### config.mk
export PLATFORM = sky130hd
export DESIGN_NAME = bip_control
export DESIGN_NICKNAME = d
export VERILOG_FILES = /design/src/rtl/bip_pkg.sv /design/src/rtl/bip_decoder.sv /design/src/rtl/bip_control.sv
export SDC_FILE = /design/constraint.sdc
export NUM_CORES = 1
export LEC_CHECK = 0
export BUFFER_PORTS_ARGS = -buffer_cell sky130_fd_sc_hd__clkbuf_2
export CAP_MARGIN = 10
export CORE_MARGIN = 2
export CORE_UTILIZATION = 50
export CTS_BUF_LIST = sky130_fd_sc_hd__clkbuf_16
export DETAILED_ROUTE_END_ITERATION = 10
export MAX_ROUTING_LAYER = met4
export PLACE_DENSITY = 0.76
export SETUP_SLACK_MARGIN = 0.15
export SLEW_MARGIN = 20
export SYNTH_ARGS = -nofsm -noshare
export SYNTH_HDL_FRONTEND = slang
export SYNTH_HIERARCHICAL = 1
export SYNTH_SLANG_ARGS = --single-unit
### constraint.sdc
create_clock -name Clk -period 3 [get_ports Clk]
set_input_delay 0.6 -clock Clk [delete_from_list [all_inputs] [get_ports Clk]]
set_output_delay 0.6 -clock Clk [all_outputs]
set_load 0.01 [all_outputs]
### src/rtl/bip_pkg.sv
// rtl/bip_pkg.sv - shared opcode, select and state encodings for the accumulator CPU
package bip_pkg;

    localparam int OPC_W = 5;

    localparam logic [OPC_W-1:0] OP_HLT  = 5'd0;
    localparam logic [OPC_W-1:0] OP_STO  = 5'd1;
    localparam logic [OPC_W-1:0] OP_LD   = 5'd2;
    localparam logic [OPC_W-1:0] OP_LDI  = 5'd3;
    localparam logic [OPC_W-1:0] OP_ADD  = 5'd4;
    localparam logic [OPC_W-1:0] OP_ADDI = 5'd5;
    localparam logic [OPC_W-1:0] OP_SUB  = 5'd6;
    localparam logic [OPC_W-1:0] OP_SUBI = 5'd7;

    localparam logic [1:0] SEL_RAM = 2'b00;
    localparam logic [1:0] SEL_IMM = 2'b01;
    localparam logic [1:0] SEL_ALU = 2'b10;

    typedef enum logic [1:0] {
        IDLE  = 2'd0,
        FETCH = 2'd1,
        EXEC  = 2'd2,
        HALT  = 2'd3
    } state_t;

endpackage

### src/rtl/bip_decoder.sv
// rtl/bip_decoder.sv - combinational opcode to datapath-control decoder
// Ports:
//   opcode  in   5-bit instruction opcode
//   SelA    out  accumulator source (SEL_RAM / SEL_IMM / SEL_ALU)
//   SelB    out  ALU B operand: 0 data RAM, 1 immediate
//   Op      out  ALU op: 0 add, 1 subtract
//   WrAcc   out  accumulator write
//   WrRam   out  data-RAM write
//   RdRam   out  data-RAM read
//   is_halt out  opcode is HLT
module bip_decoder
    import bip_pkg::*;
(
    input  logic [OPC_W-1:0] opcode,
    output logic [1:0]       SelA,
    output logic             SelB,
    output logic             Op,
    output logic             WrAcc,
    output logic             WrRam,
    output logic             RdRam,
    output logic             is_halt
);

    always_comb begin
        SelA    = SEL_RAM;
        SelB    = 1'b0;
        Op      = 1'b0;
        WrAcc   = 1'b0;
        WrRam   = 1'b0;
        RdRam   = 1'b0;
        is_halt = 1'b0;
        case (opcode)
            OP_HLT:  is_halt = 1'b1;
            OP_STO:  WrRam = 1'b1;
            OP_LD: begin
                RdRam = 1'b1;
                WrAcc = 1'b1;
            end
            OP_LDI: begin
                WrAcc = 1'b1;
                SelA  = SEL_IMM;
            end
            OP_ADD: begin
                RdRam = 1'b1;
                WrAcc = 1'b1;
                SelA  = SEL_ALU;
            end
            OP_ADDI: begin
                WrAcc = 1'b1;
                SelA  = SEL_ALU;
                SelB  = 1'b1;
            end
            OP_SUB: begin
                RdRam = 1'b1;
                WrAcc = 1'b1;
                SelA  = SEL_ALU;
                Op    = 1'b1;
            end
            OP_SUBI: begin
                WrAcc = 1'b1;
                SelA  = SEL_ALU;
                SelB  = 1'b1;
                Op    = 1'b1;
            end
            default: ;  // codes 8..31 execute as NOP
        endcase
    end

endmodule

### src/rtl/bip_control.sv
// rtl/bip_control.sv - instruction fetch/decode controller with run-cycle counter
// Ports:
//   Clk, Reset      clock (rising edge), asynchronous active-low reset
//   Start           begin execution from address 0 (honoured in IDLE and HALT)
//   Prog_Addr       program counter to program memory
//   Prog_Data       instruction word returned for Prog_Addr
//   Operand         operand field of the current instruction
//   SelA/SelB/Op    datapath selects, valid during EXEC only
//   WrAcc/WrRam/RdRam  one-cycle EXEC strobes
//   Halted          high while halted
//   Cycle_Count     saturating count of FETCH/EXEC cycles in this run
module bip_control
    import bip_pkg::*;
#(
    parameter int ADDR_BUS  = 11,
    parameter int DATA_SIZE = 16,
    parameter int OPERAND_W = DATA_SIZE - 5,
    parameter int CNT_W     = 32
) (
    input  logic                 Clk,
    input  logic                 Reset,
    input  logic                 Start,
    output logic [ADDR_BUS-1:0]  Prog_Addr,
    input  logic [DATA_SIZE-1:0] Prog_Data,
    output logic [OPERAND_W-1:0] Operand,
    output logic [1:0]           SelA,
    output logic                 SelB,
    output logic                 Op,
    output logic                 WrAcc,
    output logic                 WrRam,
    output logic                 RdRam,
    output logic                 Halted,
    output logic [CNT_W-1:0]     Cycle_Count
);

    state_t state, state_next;
    logic [ADDR_BUS-1:0] pc;

    logic [1:0] dec_sel_a;
    logic       dec_sel_b, dec_op, dec_wr_acc, dec_wr_ram, dec_rd_ram, dec_is_halt;
    logic       load_instr, restart, counting;

    bip_decoder u_decoder (
        .opcode  (Prog_Data[DATA_SIZE-1 -: OPC_W]),
        .SelA    (dec_sel_a),
        .SelB    (dec_sel_b),
        .Op      (dec_op),
        .WrAcc   (dec_wr_acc),
        .WrRam   (dec_wr_ram),
        .RdRam   (dec_rd_ram),
        .is_halt (dec_is_halt)
    );

    always_comb begin
        state_next = state;
        load_instr = 1'b0;
        restart    = 1'b0;
        counting   = 1'b0;
        case (state)
            IDLE: begin
                if (Start) begin
                    state_next = FETCH;
                    restart    = 1'b1;
                end
            end
            FETCH: begin
                counting = 1'b1;
                if (dec_is_halt) begin
                    state_next = HALT;
                end else begin
                    state_next = EXEC;
                    load_instr = 1'b1;
                end
            end
            EXEC: begin
                counting   = 1'b1;
                state_next = FETCH;
            end
            HALT: begin
                if (Start) begin
                    state_next = FETCH;
                    restart    = 1'b1;
                end
            end
            default: state_next = IDLE;
        endcase
    end

    always_ff @(posedge Clk or negedge Reset) begin
        if (!Reset) state <= IDLE;
        else        state <= state_next;
    end

    // Strobes are loaded only on the FETCH edge and cleared on every other
    // edge, so they are high for exactly the EXEC cycle. The async reset
    // drops them immediately, cutting off any RAM write in progress.
    always_ff @(posedge Clk or negedge Reset) begin
        if (!Reset) begin
            pc          <= '0;
            Operand     <= '0;
            SelA        <= SEL_RAM;
            SelB        <= 1'b0;
            Op          <= 1'b0;
            WrAcc       <= 1'b0;
            WrRam       <= 1'b0;
            RdRam       <= 1'b0;
            Cycle_Count <= '0;
        end else begin
            SelA  <= SEL_RAM;
            SelB  <= 1'b0;
            Op    <= 1'b0;
            WrAcc <= 1'b0;
            WrRam <= 1'b0;
            RdRam <= 1'b0;
            if (load_instr) begin
                Operand <= Prog_Data[OPERAND_W-1:0];
                SelA    <= dec_sel_a;
                SelB    <= dec_sel_b;
                Op      <= dec_op;
                WrAcc   <= dec_wr_acc;
                WrRam   <= dec_wr_ram;
                RdRam   <= dec_rd_ram;
                pc      <= pc + 1'b1;  // wraps silently at the top of memory
            end
            if (restart) begin
                pc          <= '0;
                Cycle_Count <= '0;
            end else if (counting && (Cycle_Count != {CNT_W{1'b1}})) begin
                Cycle_Count <= Cycle_Count + 1'b1;
            end
        end
    end

    assign Prog_Addr = pc;
    assign Halted    = (state == HALT);

endmodule
# Word-level counts from Yosys, hierarchy flattened
# Index checks and enable logic that the tools add are counted.
# word_totals
reg_bits	63
input_bits	19
output_inout_bits	62
wordCells	61
# classes
n_addsub	2
n_eq_ne	12
n_mux	25
n_reduce_logical	12
# op_table
op	count
two-way mux 32 bit	2
adder 32 x 1 -> 32 bit (second input constant)	1
inequality test 32 bit (second input constant)	1
two-way mux 11 bit	2
equality test 5 x 3 -> 1 bit (second input constant)	4
two-way mux 1 bit	17
adder 11 x 1 -> 11 bit (second input constant)	1
equality test 5 x 2 -> 1 bit (second input constant)	2
OR reduction 2 bit	4
one-hot mux 2 bit (3 select lines)	1
OR reduction 6 bit	1
equality test 5 x 1 -> 1 bit (second input constant)	1
logical NOT 5 bit	1
equality test 2 bit (second input constant)	2
two-way mux 2 bit	2
one-hot mux 2 bit (2 select lines)	1
nonzero test 2 bit	2
OR reduction 4 bit	1
OR reduction 3 bit	1
equality test 2 x 1 -> 1 bit (second input constant)	1
logical NOT 2 bit	1
inequality test 2 x 1 -> 1 bit (second input constant)	1
logical AND 1 bit	1

# Logic depth before layout (Yosys ltp)
# Gate-level depths: netlist of the first run.
# depth
word_depth	6
ltp_mapped	8
depth_no_buf	7

# Cells and area by module
# The synthesis of the first run kept the hierarchy.
# by_module_without_submodules
module	instances	cells_per_inst	area_per_inst_um2
bip_control	1	297	3136.8
bip_decoder	1	10	103.8

# Worst setup path after synthesis of the first run
# OpenSTA, ideal clock, no wires.
# synth_path
path_type	register -> register
from	reg Cycle_Count[19]
to	reg Cycle_Count[30]
t_arrival_ps	1964
t_required_ps	2890
slack_ps	926
path_stages_with_launch	6
synth_period_minus_slack_ps	2074
cell_sequence	dfrtp_1 > nand4_2 > or4_4 > o41ai_4 > o21ai_1 > o41ai_1
# synth_between
elab_chain_cells	3
# synth_rtl
item	line	rtl
start, declared	bip_control.sv:33	output logic [CNT_W-1:0] Cycle_Count
start signal, assigned	bip_control.sv:129	Cycle_Count <= Cycle_Count + 1'b1;
adder 32 x 1 -> 32 bit / inequality test 32 bit (equally long branches)	bip_control.sv:129, bip_control.sv:128	
two-way mux 32 bit / logical AND 1 bit (equally long branches)	bip_control.sv:128	end else if (counting && (Cycle_Count != {CNT_W{1'b1}})) begin
two-way mux 32 bit / nonzero test 2 bit (equally long branches)	n/a	
# Parallel ways exist; a longest one is shown, timed or not. The select of a mux whose other input is x is not followed.
# A chain may end at the register's enable or synchronous reset.

# Final worst setup path of the first run
# layout_path
from	reg Cycle_Count[20]
to	reg Cycle_Count[30]
# Same word-level chain as after synthesis.

==> results.ini, run 1 <==
[sta]
final.min_clock_period_ns=2.47
skew_ns=0.00480
slew_violations=0
slew_headroom_pct=48.1
fin_setup_tns_ns=0
timing_worst_slew_pin_value_ns=0.778
grt_setup_unrepaired=no
fin_crit_sh_pct=82.3
hold_viol_final=0
setup_viol=0
fmax_ghz=0.405
timing.final.ws_setup_ns=0.531

[route]
ant_nets=0
drt_pass1_iterations=4
vias=2808
routedWlPerCell_microns=15.6
vias_per_cell=5.94
drc=0
wl_microns=7400
drt_iter0_drc=153

[setup_path]
rrSetupSlack_ns=0.53
worstSetupStartpointType=flop
crit_path_end_kind=flop
critPathMaxFanout=10
critPathKind=flop to flop
r2r_cells=5
crit_arrival_ns=2.68
cp.required_ns=3.21

[finish]
multi_input_area_sq_um=1580
final-seq-area_sq_um=1580
area_delta_synth_final_pct=23.7
fillers=509
drive_above_1_share_pct=34.8
diodes=0
nets=415
layout.cells.non_filler=473

[synthesis]
netlist.area_leader.share_pct=48.6
synthesis.area_per_instance_sq_um=10.6
synth-main-ff-cell=dfrtp_1
yosys_warnings=6
syn_inst=307
yosysSeqAreaShare_pct=48.6
synth.ff_latch_count=63
syn_nets=331
synthArstFlopShare_pct=100
syn_area_sq_um=3240
synth_edf_count=0
ys_top_cells_by_count=dfrtp_1 (63), nand2_1 (29), nand3_1 (21), nor2_1 (17)
ys_types=53
yosysTopAreaCell=dfrtp_1
yosysMostFrequentCell=dfrtp_1
synthTopCellsByArea=dfrtp_1 (49%), mux2_2 (3.8%), nand2_1 (3.4%)

[floorplanning]
die-height_microns=84.5
start_util_pct=51.3
dieArea_sq_um=7140
die_x_microns=84.5
core_area_sq_um=6310
num_io_pins=81
num_rows=29

[outcome]
status=finished, final reports clean

[clocking]
clk_path_buf_depth=2
post_cts_buffers=0
insertion_delay_ns=0.32
cts_max_level=3
numCtsBuffers=9
clk_pin_slew_ns=0.05
clock_sinks=63
cts_tree=done
cts-root-buf=clkbuf_16
ctsResizeCount=0
postCtsHoldBufs=0

[place]
port_buffers=80
dp_hpwl_microns=5060
dp.cells=457
gp_congestion=0.887
post-place-ws_ns=0.588

[grt]
grt_pass1_vias=2714
grt_max_degree=64
grt_usage_pct=22.5
grt_pass1_wl_microns=12600
antenna_found_initial=0
overflow=0

[run]
max-cap-violations=0

[power_and_ir_drop]
power_density_nw_per_um2=817
ir_worst_vdd_mv=0.547
leakagePower_nw=1.86

[hold_path]
min_path_type=primary input to async pin

## power by group
part           leakage (nW)  internal (W)  total [W]  switching (W)
clock network         0.146      0.000636    0.00101       0.000371
registers             0.842       0.00100    0.00113       0.000125
logic                 0.873      0.000425    0.00114       0.000716
## worst max-delay path: stages, from the launching register on
cell,delay [ns]
dfrtp_1,0.52
nand4_2,0.22
or4_4,0.62
o41ai_4,0.76
o21ai_1,0.15
o41ai_1,0.09
## kinds of logic after synthesis
kind of cell             synth area share, %
adder cells (fa/ha/maj)                 1.93
buffers and inverters                   2.78
XOR/XNOR                                2.43
flip-flops                              48.6
AND/OR/NAND/NOR                         24.6
multiplexers                            5.68
AO/OA/AOI/OAI                           13.9
## sequential cells by signal (all words and copies together), names as in the netlist
| name | flops |
|---|---|
| Cycle_Count | 32 |
| Op | 1 |
| Operand | 11 |
| Prog_Addr | 11 |
| RdRam | 1 |
| SelA | 2 |
| SelB | 1 |
| WrAcc | 1 |
| WrRam | 1 |
| state | 2 |
## cell usage in the layout (no fill, tap or decap), types with 2 or more instances in the layout
cell / instances
clkbuf_2: 80
dfrtp_1: 63
nand2_1: 29
nand3_1: 21
nor2_1: 17
nand4_1: 11
mux2_2: 11
inv_1: 9
o31ai_1: 9
clkbuf_16: 9
and2_1: 8
or3_1: 8
a21oi_1: 8
or4_1: 8
o21ai_1: 7
mux2i_1: 6
xor2_1: 6
a21oi_2: 6
nor4_1: 5
ha_1: 5
buf_4: 5
o211ai_1: 4
and3_1: 4
o21ai_0: 4
nor3_2: 3
a31oi_1: 3
xnor2_1: 3
nor3_1: 3
o41ai_1: 3
o311ai_1: 3
clkinv_2: 3
nand4_2: 2
a41oi_1: 2
o311ai_0: 2
and3_2: 2
## per-layer routing
layer | routed length [microns] | up-vias | GRT usage [%]
li1 | - | 1322 | -
met1 | 3190 | 1384 | 28.5
met2 | 3640 | 93 | 35.6
met3 | 481 | 9 | 5.11
met4 | 81 | 0 | 8.08
met5 | 0 | - | -
## final timing paths
path | start | endpoint
setup / recovery | Cycle_Count[20] | Cycle_Count[30]
max in group asynchronous | Reset | Cycle_Count[28]
hold reg to reg | Operand[5] | Operand[5]
hold / removal | Reset | WrRam
min in group Clk | Operand[5] | Operand[5]
setup reg to reg | Cycle_Count[20] | Cycle_Count[30]
## layout make-up
cell class	count	area share [%]
Sequential cell	63	39.3
Multi-Input combinational cell	224	39.3
Timing Repair Buffer	85	10.9
Clock buffer	9	5.62
Tap cell	77	2.40
Clock inverter	7	1.62
Inverter	8	0.749
## through the flow
stage	hold slack [ns]	power [W]	cell area, sq um	util (%)
final	0.439	0.00327	4010	63.5
after global routing	0.503	0.00346	4010	63.5
after CTS	0.475	0.00329	4010	63.5
after detailed placement	0.497	0.00227	3720	58.9
after global placement	0.488	0.00223	3720	58.9
after floorplan	0.304	0.00193	3240	-
(Power assumes the default switching activity.)
==> inputs of run 2 (changes only) <==
--- a/config.mk
+++ b/config.mk
@@ -5,6 +5,7 @@
 export SDC_FILE = /design/constraint.sdc
 export NUM_CORES = 1
 export LEC_CHECK = 0
+export ABC_AREA = 1
 export BUFFER_PORTS_ARGS = -buffer_cell sky130_fd_sc_hd__clkbuf_2
 export CAP_MARGIN = 10
 export CORE_MARGIN = 2
@@ -12,7 +13,7 @@
 export CTS_BUF_LIST = sky130_fd_sc_hd__clkbuf_16
 export DETAILED_ROUTE_END_ITERATION = 10
 export MAX_ROUTING_LAYER = met4
-export PLACE_DENSITY = 0.76
+export PLACE_DENSITY = 0.75
 export SETUP_SLACK_MARGIN = 0.15
 export SLEW_MARGIN = 20
 export SYNTH_ARGS = -nofsm -noshare
==> constraint.sdc (replaced) <==
create_clock -name Clk -period 2.5 [get_ports Clk]
set_input_delay 0.5 -clock Clk [delete_from_list [all_inputs] [get_ports Clk]]
set_output_delay 0.5 -clock Clk [all_outputs]
set_load 0.01 [all_outputs]
==> run 2 against run 1 <==
- combinational power grew 63%
- critical path depth grew 5
- total power grew 47%
- largest cell class is now multi-input gates
- count of clock-buffer cells in the layout is the same
- sequential power grew 54%
- clock skew grew 0.0014 ns
- critical endpoint is now Cycle_Count[14]
- non-clock buffer count is the same
- register-to-register slack gained 0.05 ns
- sequential cell count is the same
- critical path type unchanged
- highest routed layer unchanged
- via count grew 24%
==> results.ini, run 2 <==
[outcome]
status=finished, final reports clean

[finish]
diodes=0  ; unchanged
final-seq-area_sq_um=1580  ; unchanged
fin_util_pct=63.6  ; +0.11 points
drive_above_1_share_pct=20.2  ; -15 points
area_delta_synth_final_pct=21.3
nets=602  ; +45%
layout_common_cells=nand2_1 (141), nor2_1 (80), clkbuf_2 (80)
fillers=633  ; +24%
multi_input_area_sq_um=1740  ; +10%
top_register=Cycle_Count
mostFrequentLayoutCell=nand2_1
largest_reg_flops=32  ; unchanged

[floorplanning]
num_io_pins=81  ; unchanged
start_util_pct=52.4  ; +1.1 points
num_rows=30  ; +3.4%
dieArea_sq_um=7900  ; +11%
core_area_sq_um=6870  ; +8.8%
die_x_microns=88.9  ; +5.2%
die-height_microns=88.9  ; +5.2%

[grt]
antenna_found_initial=0  ; unchanged
met2_usage_pct=38.8  ; +3.2 points
grt_pass1_wl_microns=15100  ; +19%
gr-usage-met1_pct=34.0  ; +5.5 points
overflow=0  ; unchanged
busiest_layer=met2
grt_pass1_vias=3303  ; +22%
grt_max_degree=64  ; unchanged
use_met3_pct=4.29  ; -0.82 points
grt_usage_pct=25.7  ; +3.1 points

[clocking]
post_cts_buffers=0  ; unchanged
cts-root-buf=clkbuf_16
postCtsHoldBufs=0  ; unchanged
clk_path_buf_depth=2  ; unchanged
clock_sinks=63  ; unchanged
cts_max_level=3  ; unchanged
cts_tree=done
ctsResizeCount=0  ; unchanged
insertion_delay_ns=0.33  ; about the same
clk_pin_slew_ns=0.05  ; about the same
numCtsBuffers=9  ; unchanged

[synthesis]
synth.ff_latch_count=63  ; unchanged
ys_types=33  ; -38%
netlist.area_leader.share_pct=43.8  ; -4.9 points
synth-main-ff-cell=dfrtp_1
syn_area_sq_um=3600  ; +11%
synthArstFlopShare_pct=100  ; unchanged
yosysMostFrequentCell=nand2_1
syn_nets=517  ; +56%
ys_top_cells_by_count=nand2_1 (141), nor2_1 (80), dfrtp_1 (63), inv_1 (55), nand3_1 (48)
yosysSeqAreaShare_pct=43.8  ; -4.9 points
synthesis.area_per_instance_sq_um=7.31  ; -31%
synthTopCellsByArea=dfrtp_1 (44%), nand2_1 (15%), nor2_1 (8.3%)
yosys_warnings=6  ; unchanged
synth_edf_count=0  ; unchanged
yosysTopAreaCell=dfrtp_1
syn_inst=493  ; +61%

[hold_path]
min_path_type=primary input to async pin

[route]
drt_pass1_iterations=5  ; +1
vias=3485  ; +24%
wl_microns=8960  ; +21%
vias_per_cell=5.13  ; -14%
routedWlPerCell_microns=13.2  ; -16%
drc=0  ; unchanged
drt_iter0_drc=301  ; +97%
ant_nets=0  ; unchanged

[setup_path]
cp.required_ns=2.71  ; -0.50 ns
r2r_cells=10  ; +5
r2r-start=Cycle_Count[1]
critPathMaxFanout=33  ; +23
critPathKind=flop to flop
worstSetupStartpointType=flop
cp-startpoint=Cycle_Count[1]
crit_path_end_kind=flop
crit_arrival_ns=2.14  ; -0.54 ns

[place]
port_buffers=80  ; unchanged
dp_hpwl_microns=6590  ; +30%
gp_congestion=1.00  ; +13%

[sta]
final.min_clock_period_ns=1.92  ; -0.546 ns
grt_setup_unrepaired=no
hold_viol_final=0  ; unchanged
setup_viol=0  ; unchanged
timing_worst_slew_pin_value_ns=0.799  ; +0.0209 ns
fmax_ghz=0.520  ; +28%
slew_violations=0  ; unchanged
skew_ns=0.00620  ; +0.00140 ns
fin_crit_sh_pct=76.9  ; -5.4 points
slew_headroom_pct=46.7  ; -1.4 points
fin_setup_tns_ns=0  ; unchanged

[power_and_ir_drop]
power_w=0.00480  ; +47%
leakagePower_nw=2.24  ; +21%
power_density_nw_per_um2=1100  ; +34%
ir_worst_vdd_mv=0.628  ; +15%

[run]
max-cap-violations=0  ; unchanged

-- run 2: cell types whose count changed after synthesis, sizes merged, moves of 7 or more --
cell	before	now
nand2	29	147
nor2	19	85
inv	8	57
nand3	21	56
o21ai	11	28
mux2	11	0
o31ai	10	0
or4	9	0
and2	9	1
nand4	13	5
or3	8	0
nor4	7	0
-- run 2: final timing paths --
kind                       slack, ns               to
setup / recovery                0.58  Cycle_Count[14]
hold / removal                  0.35   Cycle_Count[4]
setup reg to reg                0.58  Cycle_Count[14]
hold reg to reg                 0.47       Operand[7]
max in group asynchronous       1.63     Prog_Addr[7]
min in group Clk                0.37       Operand[0]
-- run 2: logic make-up (layout without fill, tap and decap cells) --
group | Yosys count | after routing | synth area share (%)
AOI/OAI and AO/OA | 45 | 45 | 6.63
xor gates and xnor gates | 11 | 11 | 2.67
adders and majority gates | 5 | 5 | 1.74
buffers and inverters | 68 | 158 | 8.02
DFF | 63 | 63 | 43.8
and+or+nand+nor | 301 | 301 | 37.2
-- run 2: metal layers --
metal  wire length (microns)  share of wire [%]
met2                    4140                 46
met3                     601                6.7
met1                    4040                 45
met4                     174                1.9
met5                       0                  0
-- run 2: stage by stage --
| step | std cells | area, sq um | setup slack [ns] | hold slack [ns] |
|---|---|---|---|---|
| final | 679 | 4370 | 0.577 | 0.347 |
| after CTS | 679 | 4370 | 0.582 | 0.365 |
| after global placement | 663 | 4090 | 0.639 | 0.456 |
| after floorplan | 493 | 3600 | 0.824 | 0.204 |
| after global routing | 679 | 4370 | 0.415 | 0.389 |
| after detailed placement | 663 | 4090 | 0.591 | 0.459 |
-- run 2: where the power goes --
| group | total (W) | internal (W) | switching (W) |
|---|---|---|---|
| clock network | 0.00119 | 0.000753 | 0.000439 |
| registers | 0.00174 | 0.00135 | 0.000393 |
| logic | 0.00186 | 0.000643 | 0.00122 |
-- run 2: critical path, stage by stage (launching register included) --
cell and delay, ns:
dfrtp_1 0.41, ha_1 0.22, nand2_1 0.11, nor2_2 0.17
nand2_4 0.10, nor2_8 0.17, nand2_4 0.08, nand2_8 0.18
nand2_2 0.18, nand2_1 0.12, o21ai_1 0.06
-- run 2: area by class of cell --
type / instances / area share [%]
Timing Repair Buffer: 85 / 10.0
Clock buffer: 9 / 5.16
Clock inverter: 7 / 1.26
Sequential cell: 63 / 36.1
Tap cell: 96 / 2.75
Inverter: 57 / 4.96
Multi-Input combinational cell: 362 / 39.8
==> inputs of run 3 (changes only) <==
==> constraint.sdc (replaced) <==
create_clock -name Clk -period 1.9 [get_ports Clk]
set_input_delay 0.38 -clock Clk [delete_from_list [all_inputs] [get_ports Clk]]
set_output_delay 0.38 -clock Clk [all_outputs]
set_load 0.01 [all_outputs]
==> run 3 against run 2 <==
- combinational power rose by 72%
- total power rose by 48%
- global-route usage rose by 2.0 points
- utilization rose by 5.0 points
- first-iteration DRC count fell by 33%
- worst setup slack got worse by 0.37 ns
- final area rose by 7.9%
- largest cell class unchanged
==> results.ini, run 3 (synthesis gave the netlist of run 2 again) <==
[sta]
whs_ns=0.0543  ; -0.293 ns
grt_setup_unrepaired=yes
slew_violations=0  ; unchanged
slew_headroom_pct=77.7  ; +31 points
fmax_ghz=0.592  ; +14%
fin_setup_tns_ns=0  ; unchanged
final.min_clock_period_ns=1.69  ; -0.234 ns
setup_viol=0  ; unchanged
hold_viol_final=0  ; unchanged
skew_ns=0.00778  ; +0.00158 ns
timing_worst_slew_pin_value_ns=0.335  ; -0.464 ns
fin_crit_sh_pct=88.9  ; +12 points

[place]
dp_hpwl_microns=7000  ; +6.1%
gp_congestion=0.929  ; -7.3%
placedInstanceArea_sq_um=4210  ; +3.0%
dp.cells=676  ; +2.0%
port_buffers=80  ; unchanged

[floorplanning]
start_util_pct=52.4  ; unchanged
die-height_microns=88.9  ; unchanged
core_area_sq_um=6870  ; unchanged
dieArea_sq_um=7900  ; unchanged
num_rows=30  ; unchanged
num_io_pins=81  ; unchanged
die_x_microns=88.9  ; unchanged

[grt]
grt_pass1_vias=3375  ; +2.2%
grt_usage_pct=27.6  ; +2.0 points
overflow=0  ; unchanged
grt_pass1_wl_microns=16200  ; +7.2%
grt_max_degree=64  ; unchanged
antenna_found_initial=0  ; unchanged

[clocking]
numCtsBuffers=9  ; unchanged
cts_max_level=3  ; unchanged
cts_tree=done
clk_pin_slew_ns=0.06  ; about the same
clk_path_buf_depth=2  ; unchanged
insertion_delay_ns=0.33  ; about the same
clock_sinks=63  ; unchanged
cts-root-buf=clkbuf_16

[power_and_ir_drop]
ir_worst_vdd_mv=0.771  ; +23%
p_comb_share_pct=45.0  ; +6.2 points
power.switching_w=0.00300  ; +46%
power_density_nw_per_um2=1500  ; +37%
pwr-share-clk_pct=23.4  ; -1.4 points
seq_power_share_pct=31.6  ; -4.7 points
internal_power_w=0.00408  ; +49%
leakagePower_nw=2.39  ; +6.6%
p_sw_share_pct=42.3  ; -0.41 points

[finish]
area_delta_synth_final_pct=30.8
mostFrequentLayoutCell=nand2_1
layout_common_cells=nand2_1 (138), clkbuf_2 (80), nor2_1 (74)
stdcell_area_sq_um=4710  ; +7.9%
diodes=0  ; unchanged
drive_above_1_share_pct=27.0  ; +6.8 points
largest_reg_flops=32  ; unchanged
nets=626  ; +4.0%
layout.cells.non_filler=703  ; +3.5%
top_register=Cycle_Count
final-seq-area_sq_um=1580  ; +0.32%
fin_util_pct=68.6  ; +5.0 points
multi_input_area_sq_um=1820  ; +4.8%
fillers=593  ; -6.3%

[route]
vias_per_cell=5.12  ; -0.17%
drt_pass1_iterations=5  ; unchanged
wl_microns=9830  ; +9.8%
drt_iter0_drc=201  ; -33%
vias=3602  ; +3.4%
drc=0  ; unchanged
ant_nets=0  ; unchanged
routedWlPerCell_microns=14.0  ; +6.0%

[setup_path]
crit_path_cell_trace=ha_2 -> nand2_2 -> nor2_4 -> nand2_4 -> nor2_8 -> nand2_4 -> nand2_8 -> nand2_4 -> nand2_1 -> o21ai_1
crit_arrival_ns=1.89  ; -0.25 ns
worstSetupStartpointType=flop
cp_common_cell=nand2_4
cp.required_ns=2.10  ; -0.61 ns
critPathMaxFanout=9  ; -73%
cpMaxStageDelayCell=dfrtp_1
crit_path_end_kind=flop
critPathKind=flop to flop
cpPeakStageDelay_ns=0.36  ; -0.05 ns

[outcome]
status=finished, final reports clean

[run]
max-cap-violations=0  ; unchanged

[hold_path]
min_path_type=primary input to async pin

## run 3: cell count changes in the layout (fill, tap and decap cells not counted), moves of 3 or more
cell / change
buf_12: +4
buf_4: +17
clkinv_1: -3
clkinv_4: +3
clkinvlp_4: +3
dfrtp_1: -4
dfrtp_2: +4
nand2_1: -3
nor2_1: -6
nor2_2: +4
## run 3: critical path: cells and delay by family, from the launching register on
family                     cells  cell delay, ns
DFF                            1            0.36
AOI/OAI and AO/OA              1            0.09
adders and majority gates      1            0.20
and+or+nand+nor                8            0.92
## run 3: path summary, 6_finish.rpt
path | startpoint | endpoint | slack [ns] | cells after the start
worst max-delay path | Cycle_Count[1] | Cycle_Count[14] | 0.21 | 10
worst min register to register | Operand[5] | Operand[5] | 0.47 | 2
worst max register to register | Cycle_Count[1] | Cycle_Count[14] | 0.21 | 10
worst min-delay path | Reset | Cycle_Count[3] | 0.05 | 2
min in group Clk | Prog_Data[1] | Operand[1] | 0.25 | 3
max in group asynchronous | Reset | Cycle_Count[24] | 1.55 | 2
## run 3: power groups by stage
stage / logic (W) / registers, W / clock network, W
finish: 0.00319 / 0.00223 / 0.00166
global placement: 0.00264 / 0.00222 / 0
global route: 0.00354 / 0.00229 / 0.00172
CTS: 0.00311 / 0.00222 / 0.00166
floorplan: 0.00159 / 0.00238 / 0
detailed placement: 0.00272 / 0.00223 / 0
## run 3: area by class of cell
cell class / instances / area share, %
multi-input cells: 363 / 38.6
flip-flops and latches: 63 / 33.6
repair buffers: 108 / 14.3
clock buffers: 9 / 4.78
inverters: 57 / 4.67
well taps: 96 / 2.55
clock inverters: 7 / 1.59
## run 3: stage by stage
stage	total power, W	setup slack [ns]
floorplan	0.00396	0.240
global route	0.00755	0.0963
global placement	0.00486	0.111
detailed placement	0.00495	0.0297
CTS	0.00699	0.129
finish	0.00708	0.211
## run 3: what timing repair did
action | 4_1_cts | 5_1_grt
hold buffers | 0 | 0
gates resized for setup | 4 | 25
pin swaps | 1 | 5
endpoints found under the hold margin | 0 | 0
cloned | 1 | 0
setup buffers | 5 | 5
endpoints found under the setup margin | 18 | 39
## run 3: layer usage
metal | GRT usage (%) | up-vias | routed length [microns]
met3 | 3.92 | 22 | 574
met4 | 10.3 | 0 | 220
met2 | 43.4 | 122 | 4660
met1 | 36.3 | 1683 | 4380
li1 | - | 1775 | -
met5 | - | - | 0
